## config.mk

```make
export PLATFORM = sky130hd
export DESIGN_NAME = signed_seq_divider
export DESIGN_NICKNAME = d
export VERILOG_FILES = /design/src/rtl/signed_seq_divider.sv
export SDC_FILE = /design/constraint.sdc
export NUM_CORES = 1
export LEC_CHECK = 0
export BUFFER_PORTS_ARGS = -buffer_cell sky130_fd_sc_hd__buf_2
export CAP_MARGIN = 20
export CORE_ASPECT_RATIO = 1.75
export CORE_MARGIN = 4
export CORE_UTILIZATION = 62
export CTS_BUF_LIST = sky130_fd_sc_hd__clkbuf_8
export DETAILED_ROUTE_END_ITERATION = 6
export PLACE_DENSITY_LB_ADDON = 0.2
export SLEW_MARGIN = 10
export SYNTH_ARGS = -nofsm -noshare
export SYNTH_HDL_FRONTEND = slang
export SYNTH_SLANG_ARGS = --single-unit
```

## constraint.sdc

```tcl
create_clock -name clk -period 3.39 [get_ports clk]
set_input_delay 0.678 -clock clk [delete_from_list [all_inputs] [get_ports clk]]
set_output_delay 0.678 -clock clk [all_outputs]
set_load 0.01 [all_outputs]
```

## src/rtl/signed_seq_divider.sv

```systemverilog
// Signed 32/16 sequential divider: 32-cycle radix-2 restoring loop on operand
// magnitudes, then a sign-fix cycle. Quotient truncates toward zero; remainder follows the dividend's sign.
module signed_seq_divider #(
    parameter int N_ITER = 32
) (
    input  logic        clk,
    input  logic        rst_n,
    input  logic        start,
    input  logic [31:0] dividend,
    input  logic [15:0] divisor,
    output logic        busy,
    output logic        done,
    output logic [15:0] quotient,
    output logic [15:0] remainder,
    output logic        ovf,
    output logic        dbz
);

    typedef enum logic [1:0] {IDLE, LOAD, DIV, FIX} state_t;

    state_t      state, state_nxt;
    logic [31:0] dvd_r;
    logic [15:0] dvs_r;
    logic [31:0] acc;      // dividend magnitude shifts out MSB-first, quotient bits shift in
    logic [15:0] dmag;
    logic [32:0] prem;
    logic        qneg, rneg;
    logic [5:0]  cnt;

    logic        accept, last_iter;
    logic [33:0] trial;
    logic        fits;
    logic [32:0] qmag, qsgn;
    logic [15:0] rsgn;
    logic        ovf_c;

    assign accept    = (state == IDLE) && start;
    assign last_iter = (cnt == 6'(N_ITER - 1));
    assign busy      = (state != IDLE);

    always_ff @(posedge clk or negedge rst_n) begin
        if (!rst_n) state <= IDLE;
        else        state <= state_nxt;
    end

    always_comb begin
        state_nxt = state;
        case (state)
            IDLE: if (start)     state_nxt = LOAD;
            LOAD:                state_nxt = DIV;
            DIV:  if (last_iter) state_nxt = FIX;
            FIX:                 state_nxt = IDLE;
            default:             state_nxt = IDLE;
        endcase
    end

    // One restoring step: shift next dividend bit into the partial remainder, try a subtract.
    assign trial = {1'b0, prem[31:0], acc[31]} - {18'b0, dmag};
    assign fits  = ~trial[33];

    assign qmag  = {1'b0, acc};
    assign qsgn  = qneg ? (~qmag + 33'd1) : qmag;
    assign rsgn  = rneg ? (~prem[15:0] + 16'd1) : prem[15:0];
    assign ovf_c = qneg ? (acc > 32'h0000_8000) : (acc > 32'h0000_7FFF);

    always_ff @(posedge clk or negedge rst_n) begin
        if (!rst_n) begin
            dvd_r <= '0;
            dvs_r <= '0;
            acc   <= '0;
            dmag  <= '0;
            prem  <= '0;
            qneg  <= 1'b0;
            rneg  <= 1'b0;
            cnt   <= '0;
        end else begin
            case (state)
                IDLE: if (accept) begin
                    dvd_r <= dividend;
                    dvs_r <= divisor;
                end
                LOAD: begin
                    // Two's-complement negate in the operand width yields the unsigned
                    // magnitude even for the most negative value.
                    acc  <= dvd_r[31] ? (~dvd_r + 32'd1) : dvd_r;
                    dmag <= dvs_r[15] ? (~dvs_r + 16'd1) : dvs_r;
                    qneg <= dvd_r[31] ^ dvs_r[15];
                    rneg <= dvd_r[31];
                    prem <= '0;
                    cnt  <= '0;
                end
                DIV: begin
                    prem <= fits ? trial[32:0] : {prem[31:0], acc[31]};
                    acc  <= {acc[30:0], fits};
                    cnt  <= cnt + 6'd1;
                end
                default: ;
            endcase
        end
    end

    // Results change only on the done cycle and hold until the next one.
    always_ff @(posedge clk or negedge rst_n) begin
        if (!rst_n) begin
            done      <= 1'b0;
            quotient  <= '0;
            remainder <= '0;
            ovf       <= 1'b0;
            dbz       <= 1'b0;
        end else begin
            done <= (state == FIX);
            if (state == FIX) begin
                if (dmag == 16'd0) begin
                    quotient  <= '0;
                    remainder <= dvd_r[15:0];
                    ovf       <= 1'b0;
                    dbz       <= 1'b1;
                end else begin
                    quotient  <= qsgn[15:0];
                    remainder <= rsgn;
                    ovf       <= ovf_c;
                    dbz       <= 1'b0;
                end
            end
        end
    end

endmodule
```

== Word level (Yosys, flattened, before mapping) ==
Index checks and enable logic that the tools add are counted.
Word-level totals
  output and inout port bits: 36
  word-level logic and storage cells: 57
  input bits: 51
  flip-flop bits (word level): 173
Operators by class
  add/sub/neg operators: 6
  $lt $le $gt $ge: 2
  mux-type cells: 16
  reductions and logical operators: 7
  bitwise gates (word level): 6
  equality and inequality tests: 6
Operator list (number)
  32-bit one-hot mux with 2 select lines: 2
  16-bit 2-to-1 mux: 5
  32-bit 2-to-1 mux: 2
  16-bit by 1-bit adder with 16-bit output, second input constant: 3
  16-bit inverter: 3
  33-bit by 16-bit subtractor with 34-bit output: 1
  32-bit by 1-bit adder with 32-bit output, second input constant: 1
  32-bit by 15-bit greater-than comparator with 1-bit output, second input constant: 1
  32-bit by 16-bit greater-than comparator with 1-bit output, second input constant: 1
  32-bit inverter: 1
  16-bit logical NOT: 1
  6-bit one-hot mux with 2 select lines: 1
  2-bit one-hot mux with 4 select lines: 1
  6-bit by 1-bit adder with 6-bit output, second input constant: 1
  6-bit by 5-bit == test with 1-bit output, second input constant: 1
  2-bit == test, second input constant: 2
  2-bit 2-to-1 mux: 2
  2-bit != test, second input constant: 2
  2-bit AND reduction: 2
  2-bit nonzero test: 2
  1-bit 2-to-1 mux: 3
  2-bit by 1-bit == test with 1-bit output, second input constant: 1
  2-bit logical NOT: 1
  1-bit logical AND: 1
  2 further kinds: 2

== Logic depth before layout (Yosys ltp) ==
  depth after elaboration: 4
  gate-level depth with buffers: 12
  gate-level depth less buffers: 10

== Worst setup path before layout ==
OpenSTA, ideal clock, no wires.
  kind: register -> register
  from: reg prem[13]
  to: reg prem[18]
  cell stages (with the launch flop): 11
  clock period less this slack: 2.746 ns
  arrival time: 2.620 ns
  setup slack: 0.644 ns
  buffers on the path: 2
  data required time: 3.264 ns
  setup time: 0.126 ns
  path through: dfrtp_1 > ha_1 > clkbuf_1 > a21oi_1 > o211ai_2 > or4_1 > buf_2 > a2111oi_4 > nor2_2 > and2_1 > a311o_1
Between the ends
  cells in the longest elaborated chain, start to end: 3
RTL lines
  start, declared: line 26  | logic [32:0] prem;
  start signal, assigned: line 93  | prem <= fits ? trial[32:0] : {prem[31:0], acc[31]};
  33-bit by 16-bit subtractor with 34-bit output: line 58  | assign trial = {1'b0, prem[31:0], acc[31]} - {18'b0, dmag};
  32-bit 2-to-1 mux: line 93
  32-bit one-hot mux with 2 select lines: line 77  | case (state)
No other way between the ends.
A chain may end at the register's enable or synchronous reset.

== Worst setup path in the final report ==
  from: reg dmag[14]
  to: reg prem[1]
Between the ends
  cells in the longest elaborated chain, start to end: 3
RTL lines
  start, declared: line 25  | logic [15:0] dmag;
  start signal, assigned: line 86  | dmag <= dvs_r[15] ? (~dvs_r + 16'd1) : dvs_r;
  33-bit by 16-bit subtractor with 34-bit output: line 58
  32-bit 2-to-1 mux: line 93
  32-bit one-hot mux with 2 select lines: line 77
No other way between the ends.

==> reports/results.txt <==
Hold_buf cts = 0
Area Growth Syn to Fin = 10.6%
Final setup fails = 0
Buffers added on ports = 86
Setup CP Type = flip-flop to flip-flop
Outcome = finished clean
CP top delay family = compound AO/OA/AOI/OAI gates
Sw Share = 44.7%
Post-layout nets = 1207
Post-route ant nets = 0
Number of diodes = 0
Worst-Margin Slew = 1.12 ns
Internal = 6.70 mW
CTS Buf Count = 17
Post-synth top flop = dfrtp_1
Number of synthesized flops with an enable pin = 0
CP Buf/Inv Count = 2
Global-route wire length before repair = 40100 um
Clock Latency Late Sink = 0.48 ns
Power Dens Cells = 1080 nW/um2
LEAKAGE = 5.06 nW
Most common cell after layout, fill and taps aside = dfrtp_1
Critical path launch point type = flip-flop
Max layer used = met4
Pins Over Slew Limit = 0
Critical-path top delay cell = or4_1
Initial antenna violation count = 0
Syn avg cell area = 9.57 um2
Die Y-Extent = 177 um
Synthesized Nets = 1138
Initial core utilization = 63.6%
FFs w/ async S/R, synth = 100%
GRT Overall Usage = 26.7%
Root Driver = clkbuf_8
Clock share of power = 12.3%
Slew margin rel. = 25.2%
Synth warn = 0
Switch Pwr = 5.42 mW
Clock Path Buffers = 2
Vias in the first global route = 8283
Critical Path RT = 3.76 ns
Core area = 16000 um2
Rows = 61
Metal-1 WL = 8930 um
Routed wire length = 23900 um
Seq/Total Area, Yosys = 42.7%
CP Cell Sequence = inv_1 > ha_1 > a21oi_1 > o211ai_2 > or4_1 > a2111oi_4 > nor2_2 > buf_12 > and2_0 > o32ai_1
First-pass DRT Iterations = 5
DP HPWL = 17600 um
CP Max Fanout = 15
Post-synthesis cell area = 10100 um2
Largest net degree at the start of global routing = 77
Skew final = 0.0130 ns
Gate power share = 54.3%
Post-Route Setup TNS = 0 ns
WL/cell = 18.0 um
Library cells used by synthesis = 59
Seq cells post-synth = 173
Hold Slack = 0.147 ns
Final hold vios = 0
Met2 WL = 13300 um
Die area = 18500 um2
Slowest stage delay, CP = 0.63 ns
DR DRC count = 0
CP arrival = 3.64 ns
Max-cap viol count = 0
Class of the worst hold path = primary input to asynchronous set/reset pin
Routed wl met3 = 874 um
TritonCTS clock tree = done
I/O Pins = 87
Post-layout min period = 3.27 ns
Max Fclk = 306 MHz
Layout cell share with drive strength beyond 1 = 21.1%
Clock Pin Slew Worst Setup and Hold Paths = 0.09 ns
Htree depth = 4
Highest-count cells in the layout ignoring fill and taps = 173 x dfrtp_1, 86 x mux2_2, 85 x buf_2
CP Capture Type = flip-flop
Synthesized netlist cell count = 1060
Starting DRT DRC Count = 395
Vias = 8217
Post-route clock period utilization = 96.4%
Peak supply drop = 486 uV
Die X-Extent = 105 um
Vias/cell = 6.17
Seq pwr share = 33.4%
Routability congestion estimate = 0.901
Sink Count = 173
Total grt overflow = 0
## registers in the layout (all words and copies together) (netlist names)
register,count
ovf,1
acc,32
state,2
dvs_r,16
rneg,1
remainder,16
dbz,1
quotient,16
prem,32
dvd_r,32
cnt,6
done,1
dmag,16
qneg,1
## layer usage
metal  GRT usage [%]  vias up
met1            29.2     4009
li1                -     3921
met4            11.2        0
met2            51.0      226
met5               0        -
met3            3.76       61
## cells by family (layout without fill, tap and decap cells)
kind of cell    count (synthesis)  count (layout)  synth area share, %
compound gates                243             243                 15.8
fa+ha+maj                      27              27                 3.41
buf+inv                       135             217                 5.10
mux                            96              96                 10.5
flops                         173             173                 42.7
simple gates                  296             296                 14.6
xor+xnor                       90              90                 7.77
## synthesized netlist by cell type, types with 8 or more instances
| cell type | number | area [um2] |
|---|---|---|
| dfrtp_1 | 173 | 4330 |
| mux2_2 | 86 | 968 |
| inv_1 | 78 | 293 |
| nand2_1 | 73 | 274 |
| nor2_1 | 73 | 274 |
| o21ai_0 | 61 | 305 |
| xor2_1 | 56 | 490 |
| a21oi_1 | 50 | 250 |
| clkbuf_1 | 49 | 184 |
| xnor2_1 | 34 | 298 |
| nand3_1 | 32 | 160 |
| ha_1 | 26 | 325 |
| o22ai_1 | 26 | 163 |
| nor4_1 | 19 | 119 |
| o31ai_1 | 19 | 143 |
| nor3_1 | 18 | 90.1 |
| nor2b_1 | 16 | 100 |
| nand2b_1 | 12 | 75.1 |
| o41ai_1 | 11 | 96.3 |
| mux2i_1 | 10 | 100 |
| or3_1 | 10 | 62.6 |
| or4_1 | 10 | 75.1 |
| a31oi_1 | 9 | 56.3 |
| o211ai_1 | 9 | 67.6 |
| o221ai_1 | 8 | 70.1 |
## timing repair
item / in CTS / in global routing
gates resized for setup: 0 / 1
endpoints found under the hold margin: 0 / 0
endpoints found under the setup margin: 0 / 11
buffers inserted: 0 / 2
## final cells by class
type	instances	area, um2
clock buffers	20	275
clock inverters	12	135
fillers	1247	4740
inverters	78	293
multi-input cells	752	5310
flip-flops and latches	173	4330
well taps	189	236
repair buffers	107	632
## stage by stage
| stage | setup slack [ns] | instances | util [%] | power, mW | area [um2] |
|---|---|---|---|---|---|
| 2_1_floorplan | 0.644 | 1060 | - | 8.85 | 10100 |
| 3_3_place_gp | 0.206 | 1297 | 67.6 | 10.4 | 10800 |
| 6_report | 0.121 | 1331 | 70.3 | 12.1 | 11200 |
| 5_1_grt | -0.00253 | 1331 | 70.3 | 13.1 | 11200 |
| 4_1_cts | 0.118 | 1329 | 70.2 | 12.1 | 11200 |
| 3_5_place_dp | 0.155 | 1297 | 67.6 | 10.6 | 10800 |
## final timing paths
path | start | end | slack, ns | cells after the start
setup / recovery | dmag[14] | prem[1] | 0.12 | 10
hold / removal | rst_n | acc[24] | 0.15 | 1
setup reg to reg | dmag[14] | prem[1] | 0.12 | 10
hold reg to reg | remainder[4] | remainder[4] | 0.51 | 1
max in group asynchronous | rst_n | dmag[7] | 2.54 | 2
min in group clk | divisor[2] | dvs_r[2] | 0.43 | 2
## power groups by stage
stage,combinational [mW],clock [mW],sequential [mW]
after floorplan,5.06,0,3.79
after global placement,6.33,0,4.02
after detailed placement,6.51,0,4.06
after CTS,6.55,1.52,4.03
after global routing,7.31,1.60,4.20
final,6.58,1.50,4.05
No activity file was read; power rests on OpenSTA's default activity.
